[config.mk]
export PLATFORM = sky130hd
export DESIGN_NAME = reg_file_wb
export DESIGN_NICKNAME = d
export VERILOG_FILES = /design/src/rtl/reg_file_wb.sv
export SDC_FILE = /design/constraint.sdc
export NUM_CORES = 2
export LEC_CHECK = 0
export BUFFER_PORTS_ARGS = -buffer_cell sky130_fd_sc_hd__buf_2
export CORE_MARGIN = 5
export CORE_UTILIZATION = 58
export DETAILED_ROUTE_END_ITERATION = 8
export PLACE_DENSITY = 0.88
export SYNTH_ARGS = -nofsm -noshare
export SYNTH_HDL_FRONTEND = slang
export SYNTH_SLANG_ARGS = --single-unit
[constraint.sdc]
create_clock -name clk -period 1.7 [get_ports clk]
set_input_delay 0.085 -clock clk [delete_from_list [all_inputs] [get_ports clk]]
set_output_delay 0.085 -clock clk [all_outputs]
set_load 0.005 [all_outputs]
[src/rtl/reg_file_wb.sv]
// 32-entry register file: two combinational read ports, one debug read port,
// one synchronous write port, and a counter of effective writes.
// Build option: define REGFILE_BYPASS_EN for write-through forwarding on all read ports.
module reg_file_wb #(
    parameter int unsigned WIDTH  = 32,
    parameter int unsigned ADDR_W = 5,
    parameter int unsigned CNT_W  = 32
) (
    input  logic              clk,
    input  logic              rst_n,
    input  logic              we,
    input  logic [ADDR_W-1:0] wa,
    input  logic [WIDTH-1:0]  wd,
    input  logic [ADDR_W-1:0] ra1,
    input  logic [ADDR_W-1:0] ra2,
    output logic [WIDTH-1:0]  rd1,
    output logic [WIDTH-1:0]  rd2,
    input  logic [ADDR_W-1:0] dbg_ra,
    output logic [WIDTH-1:0]  dbg_rd,
    output logic [CNT_W-1:0]  wr_count
);

    localparam int unsigned DEPTH = 2 ** ADDR_W;

    logic [WIDTH-1:0] regs_q [DEPTH];
    logic [CNT_W-1:0] wr_count_q;
    logic [CNT_W-1:0] wr_count_d;
    logic             eff_we;
    logic             fwd1;
    logic             fwd2;
    logic             fwd_dbg;

    // Writes to r0 are dropped entirely, including the counter update.
    assign eff_we     = we && (wa != '0);
    assign wr_count_d = eff_we ? wr_count_q + CNT_W'(1) : wr_count_q;

    always_ff @(posedge clk or negedge rst_n) begin
        if (!rst_n) begin
            for (int unsigned i = 0; i < DEPTH; i++) begin
                regs_q[i] <= '0;
            end
            wr_count_q <= '0;
        end else begin
            if (eff_we) begin
                regs_q[wa] <= wd;
            end
            wr_count_q <= wr_count_d;
        end
    end

`ifdef REGFILE_BYPASS_EN
    assign fwd1    = eff_we && (ra1 == wa);
    assign fwd2    = eff_we && (ra2 == wa);
    assign fwd_dbg = eff_we && (dbg_ra == wa);
`else
    assign fwd1    = 1'b0;
    assign fwd2    = 1'b0;
    assign fwd_dbg = 1'b0;
`endif

    // Address 0 always reads zero; forwarding can never hit it since eff_we excludes wa==0.
    assign rd1    = (ra1 == '0)    ? '0 : (fwd1    ? wd : regs_q[ra1]);
    assign rd2    = (ra2 == '0)    ? '0 : (fwd2    ? wd : regs_q[ra2]);
    assign dbg_rd = (dbg_ra == '0) ? '0 : (fwd_dbg ? wd : regs_q[dbg_ra]);

    assign wr_count = wr_count_q;

endmodule

==> qor.csv, run 1 <==
stage,metric,value,unit
synth,synth-seq-area-share,0.411,
synth,synth_cells,4427,
run_status,status,did not finish,
synth,yosys_warnings,0,
global_route,overflow,21,
timing,worst_endpoint_kind,top-level output,
synth,synth_top_area_frac,0.411,
synth,synth-main-ff-cell,dfrtp_1,
die,start_util,0.582,
die,dieHeight,343,um
synth,synth_area_leader_cell,dfrtp_1,
run_status,firstError,[ERROR GRT-0232] Routing congestion too high. Check the congestion heatmap in the GUI.,
cts,clock-root-buffer,clkbuf_16,
synth,synth_edf_count,0,
placement,globalplace.congestion,0.984,
placement,place_hpwl,177000,um
synth,syn-num-nets,4483,
die,row_count,122,
cts,h-tree-depth,3,
die,io_pins,183,
synth,ys_types,52,
synth,syn-cell-area,64300,um2
synth,ys_ff_latch,1056,
synth,synth.most_common_cell,dfrtp_1,
synth,synth_area_leaders,"dfrtp_1 41%, mux4_2 23%, mux2_2 14%",
cts,cts_buffer_depth,3,
run_status,haltStage,5_1_grt,
cts,numCtsBuffers,112,
placement,port_buffers,182,
cts,clock_sinks,1056,
die,die_w,343,um
placement,place_inst,6814,
synth,avgSynthCellArea,14.5,um2
synth,async_flop_share,1.00,
timing,grt-worst-endpoint,dbg_rd[28],
global_route,antenna_found_initial,65,
global_route,track_usage,0.818,
synth,synthTopCellsByCount,"1,056 x dfrtp_1, 797 x mux2_2, 660 x mux4_2",
global_route,grt_max_degree,107,
==> per-layer routing <==
layer	overflow	track usage
met1	1	0.768
met2	10	0.900
met3	3	0.807
met4	6	0.791
met5	1	0.764
==> metrics by stage <==
step | worst slack (ps) | cell area [um2]
after floorplan | -3.58 | 64300
after global placement | -1100 | 76400
after detailed placement | -1170 | 76400
after CTS | -1040 | 84100
==> kinds of logic after synthesis <==
group	count (synthesis)	synth area share
muxes	1968	0.457
DFF	1056	0.411
buffers and inverters	532	0.0408
and+or+nand+nor	428	0.0373
AOI/OAI and AO/OA	411	0.0497
xor gates and xnor gates	31	0.00422
adders and majority gates	1	0.000195
==> repair_timing <==
item                                   in CTS
setup endpoints to repair                 106
gates resized for setup                   585
hold buffers                               22
endpoints found under the hold margin    1215
buffers inserted                          111
pin swaps                                 167
==> run 2, diff against run 1 <==
--- a/config.mk
+++ b/config.mk
@@ -7,9 +7,9 @@
 export LEC_CHECK = 0
 export BUFFER_PORTS_ARGS = -buffer_cell sky130_fd_sc_hd__buf_2
 export CORE_MARGIN = 5
-export CORE_UTILIZATION = 58
+export CORE_UTILIZATION = 40
 export DETAILED_ROUTE_END_ITERATION = 8
-export PLACE_DENSITY = 0.88
+export PLACE_DENSITY_LB_ADDON = 0.15
 export SYNTH_ARGS = -nofsm -noshare
 export SYNTH_HDL_FRONTEND = slang
 export SYNTH_SLANG_ARGS = --single-unit
==> constraint.sdc (replaced) <==
create_clock -name clk -period 2.2 [get_ports clk]
set_input_delay 0.11 -clock clk [delete_from_list [all_inputs] [get_ports clk]]
set_output_delay 0.11 -clock clk [all_outputs]
set_load 0.005 [all_outputs]
==> run 2 against run 1 <==
- the flow now finishes, with violations (setup timing)
- synthesized cell count is the same
- area after synthesis is the same
==> qor.csv, run 2 <==
stage,metric,value,unit,change
setup_path,worstSetupEndpointType,output port,,
setup_path,arrival,2810,ps,
placement,globalplace.congestion,0.879,,was 0.984
power_and_ir_drop,power.leakage,34.9,nW,
cts,numCtsBuffers,131,,was 112
placement,place_hpwl,170000,um,"was 177,000 um"
synth,yosys_warnings,0,,unchanged
route,drc,0,,
timing,timing.hold.ws,113,ps,
power_and_ir_drop,switchingPower,0.0206,W,
global_route,track_usage,0.309,,
timing,post-route-period-util,1.33,,
synth,avgSynthCellArea,14.5,um2,unchanged
cells_and_area,final_cell_mix,"1,055 x dfrtp_1, 754 x mux2_2, 660 x mux4_2",,
route,drtIter0Drc,4738,,
timing,rsz0062_at_grt,yes,,
synth,synth-seq-area-share,0.411,,unchanged
timing,finalSetupViolCount,96,,
setup_path,worst-path-max-fanout,2,,
cells_and_area,stdcell_count,7263,,
power_and_ir_drop,clkPwrFrac,0.339,,
cells_and_area,regMostFlops,regs_q,,
cts,clock_latency,780,ps,
timing,skew,14.6,ps,
die,row_count,147,,was 122
cells_and_area,fin_nets,5050,,
cells_and_area,largest_reg_flops,1024,,
power_and_ir_drop,seq_power_share,0.390,,
setup_path,reg2reg_slack,330,ps,
die,dieHeight,411,um,was 343 um
global_route,grt_pass1_vias,48500,,
run_status,status,finished with violations,,was did not finish
synth,async_flop_share,1.00,,unchanged
global_route,antenna_found_initial,15,,
setup_path,crit_type,reg2out,,
power_and_ir_drop,irDropWorstVdd,889,uV,
cells_and_area,finalInstanceArea,81500,um2,
route,wl_per_cell,36.3,um,
timing,maxSlewViolCount,0,,
timing,final-hold-violation-count,0,,
synth,ys_ff_latch,1056,,unchanged
cells_and_area,seqCellArea,26400,um2,
timing,post-route-min-period,2920,ps,
route,ant_nets,0,,
timing,fin_ws,-717,ps,
placement,port_buffers,182,,unchanged
cts,cts_tree,built,,
synth,synth_edf_count,0,,unchanged
power_and_ir_drop,p_int,0.0480,W,
global_route,gr-usage-met3,0.116,,
cells_and_area,area_delta_synth_final,26.8,%,
synth,syn-cell-area,64300,um2,unchanged
placement,placed_area,72500,um2,"was 76,400 um2"
cells_and_area,layout-drive-gt1-share,0.586,,
global_route,grt_use_met2,0.449,,
global_route,top_usage_layer,met2,,
route,drt_first_pass_iters,5,,
cts,cts_buffer_depth,3,,unchanged
power_and_ir_drop,pwr_density_cell,841,nW/um2,
global_route,grt_max_degree,87,,
min_path,holdCritPathClass,in2reg,,
synth,synth_cells,4427,,unchanged
power_and_ir_drop,netSwitchingFraction,0.300,,
cells_and_area,multi_input_area,38400,um2,
cts,clkTransAtPathRegs,60,ps,
route,vias,47300,,
synth,synth_area_leaders,"dfrtp_1 41%, mux4_2 23%, mux2_2 14%",,unchanged
cells_and_area,nFillCells,13500,,
die,start_util,0.401,,was 0.582
job,maxCapViolations,0,,
setup_path,required,2090,ps,
cts,clock-root-buffer,clkbuf_16,,unchanged
cts,clock_sinks,1056,,unchanged
global_route,overflow,0,,
timing,tightest_slew,972,ps,
global_route,grt_pass1_wl,372000,um,
synth,ys_types,52,,unchanged
synth,synth-main-ff-cell,dfrtp_1,,unchanged
cells_and_area,final_common_cell,dfrtp_1,,
placement,place_inst,6855,,"was 6,814"
synth,synth_top_area_frac,0.411,,unchanged
synth,synth.most_common_cell,dfrtp_1,,unchanged
placement,dp_slack,-664,ps,was -1170 ps
setup_path,critPathLaunchType,flip-flop,,
synth,syn-num-nets,4483,,unchanged
die,dieArea,169000,um2,
die,core-area,160000,um2,
die,io_pins,183,,unchanged
power_and_ir_drop,pwr-share-comb,0.271,,
global_route,grt_use_met1,0.419,,
synth,synthTopCellsByCount,"1,056 x dfrtp_1, 797 x mux2_2, 660 x mux4_2",,unchanged
run_status,failed_checks,setup timing,,
cts,h-tree-depth,4,,was 3
die,die_w,411,um,was 343 um
timing,fmax,0.343,GHz,
synth,synth_area_leader_cell,dfrtp_1,,unchanged
timing,slew-limit-headroom,0.347,,
route,detail_route.wirelength,263000,um,
route,viasPerCell,6.52,,
## run 2: final timing paths
kind                                     end    startpoint  cells past startpoint
max in group asynchronous        regs_q[394]         rst_n                      3
worst max register to register  wr_count[30]  wr_count[10]                      5
worst min register to register  regs_q[1010]  regs_q[1010]                      0
worst max-delay path                 rd1[31]    regs_q[31]                      5
min in group asynchronous        regs_q[122]         rst_n                      3
worst min-delay path             regs_q[408]         wa[0]                      3
## run 2: per-layer routing
metal  wire, um  share of wire
met1     108000           0.41
met2     115000           0.44
met3      28400           0.11
met4      12000          0.045
met5         34        0.00013
## run 2: per-stage QoR
| stage | setup TNS [ps] | utilization | total power (W) |
|---|---|---|---|
| global placement | -14490 | 0.453 | 0.0425 |
| floorplan | 0 | - | 0.0365 |
| global route | -43580 | 0.508 | 0.0712 |
| CTS | -40930 | 0.504 | 0.0681 |
| detailed placement | -14200 | 0.453 | 0.0428 |
| finish | -36770 | 0.508 | 0.0685 |
## run 2: cell families (layout without fill, tap and decap cells)
family	count (synthesis)	in the layout	share of synthesized area
adders and majority gates	1	1	0.000195
xor gates and xnor gates	31	31	0.00422
muxes	1968	1968	0.457
buffers and inverters	532	1202	0.0408
other	0	6	0
AOI/OAI and AO/OA	411	411	0.0497
and+or+nand+nor	428	428	0.0373
DFF	1056	1056	0.411
## run 2: critical path: stages, from the launching register on
cell,delay [ps]
dfrtp_1,390
mux4_2,250
mux4_2,270
nor2b_2,60
nor4_4,800
buf_2,260
## run 2: timing repair
item / CTS / global route
setup buffers: 139 / 40
endpoints found under the hold margin: 1961 / 0
resized for setup: 430 / 93
hold buffers: 38 / 0
endpoints found under the setup margin: 96 / 96
pin swaps: 152 / 62
## run 2: power groups by stage
stage	Combinational, W	Clock (W)	Sequential [W]
floorplan	0.0109	0	0.0256
global placement	0.0156	0	0.0269
detailed placement	0.0158	0	0.0270
CTS	0.0180	0.0236	0.0265
global route	0.0197	0.0244	0.0271
finish	0.0186	0.0232	0.0267
## run 2: final cells by class
| cell class | count | area share |
|---|---|---|
| Inverter | 1 | 0.0000461 |
| Multi-Input combinational cell | 2839 | 0.471 |
| Timing Repair Buffer | 965 | 0.114 |
| Sequential cell | 1056 | 0.324 |
| Tap cell | 2160 | 0.0332 |
| Clock inverter | 45 | 0.00786 |
| Antenna cell | 6 | 0.000184 |
| Clock buffer | 191 | 0.0486 |
No activity file was read; power rests on OpenSTA's default activity.
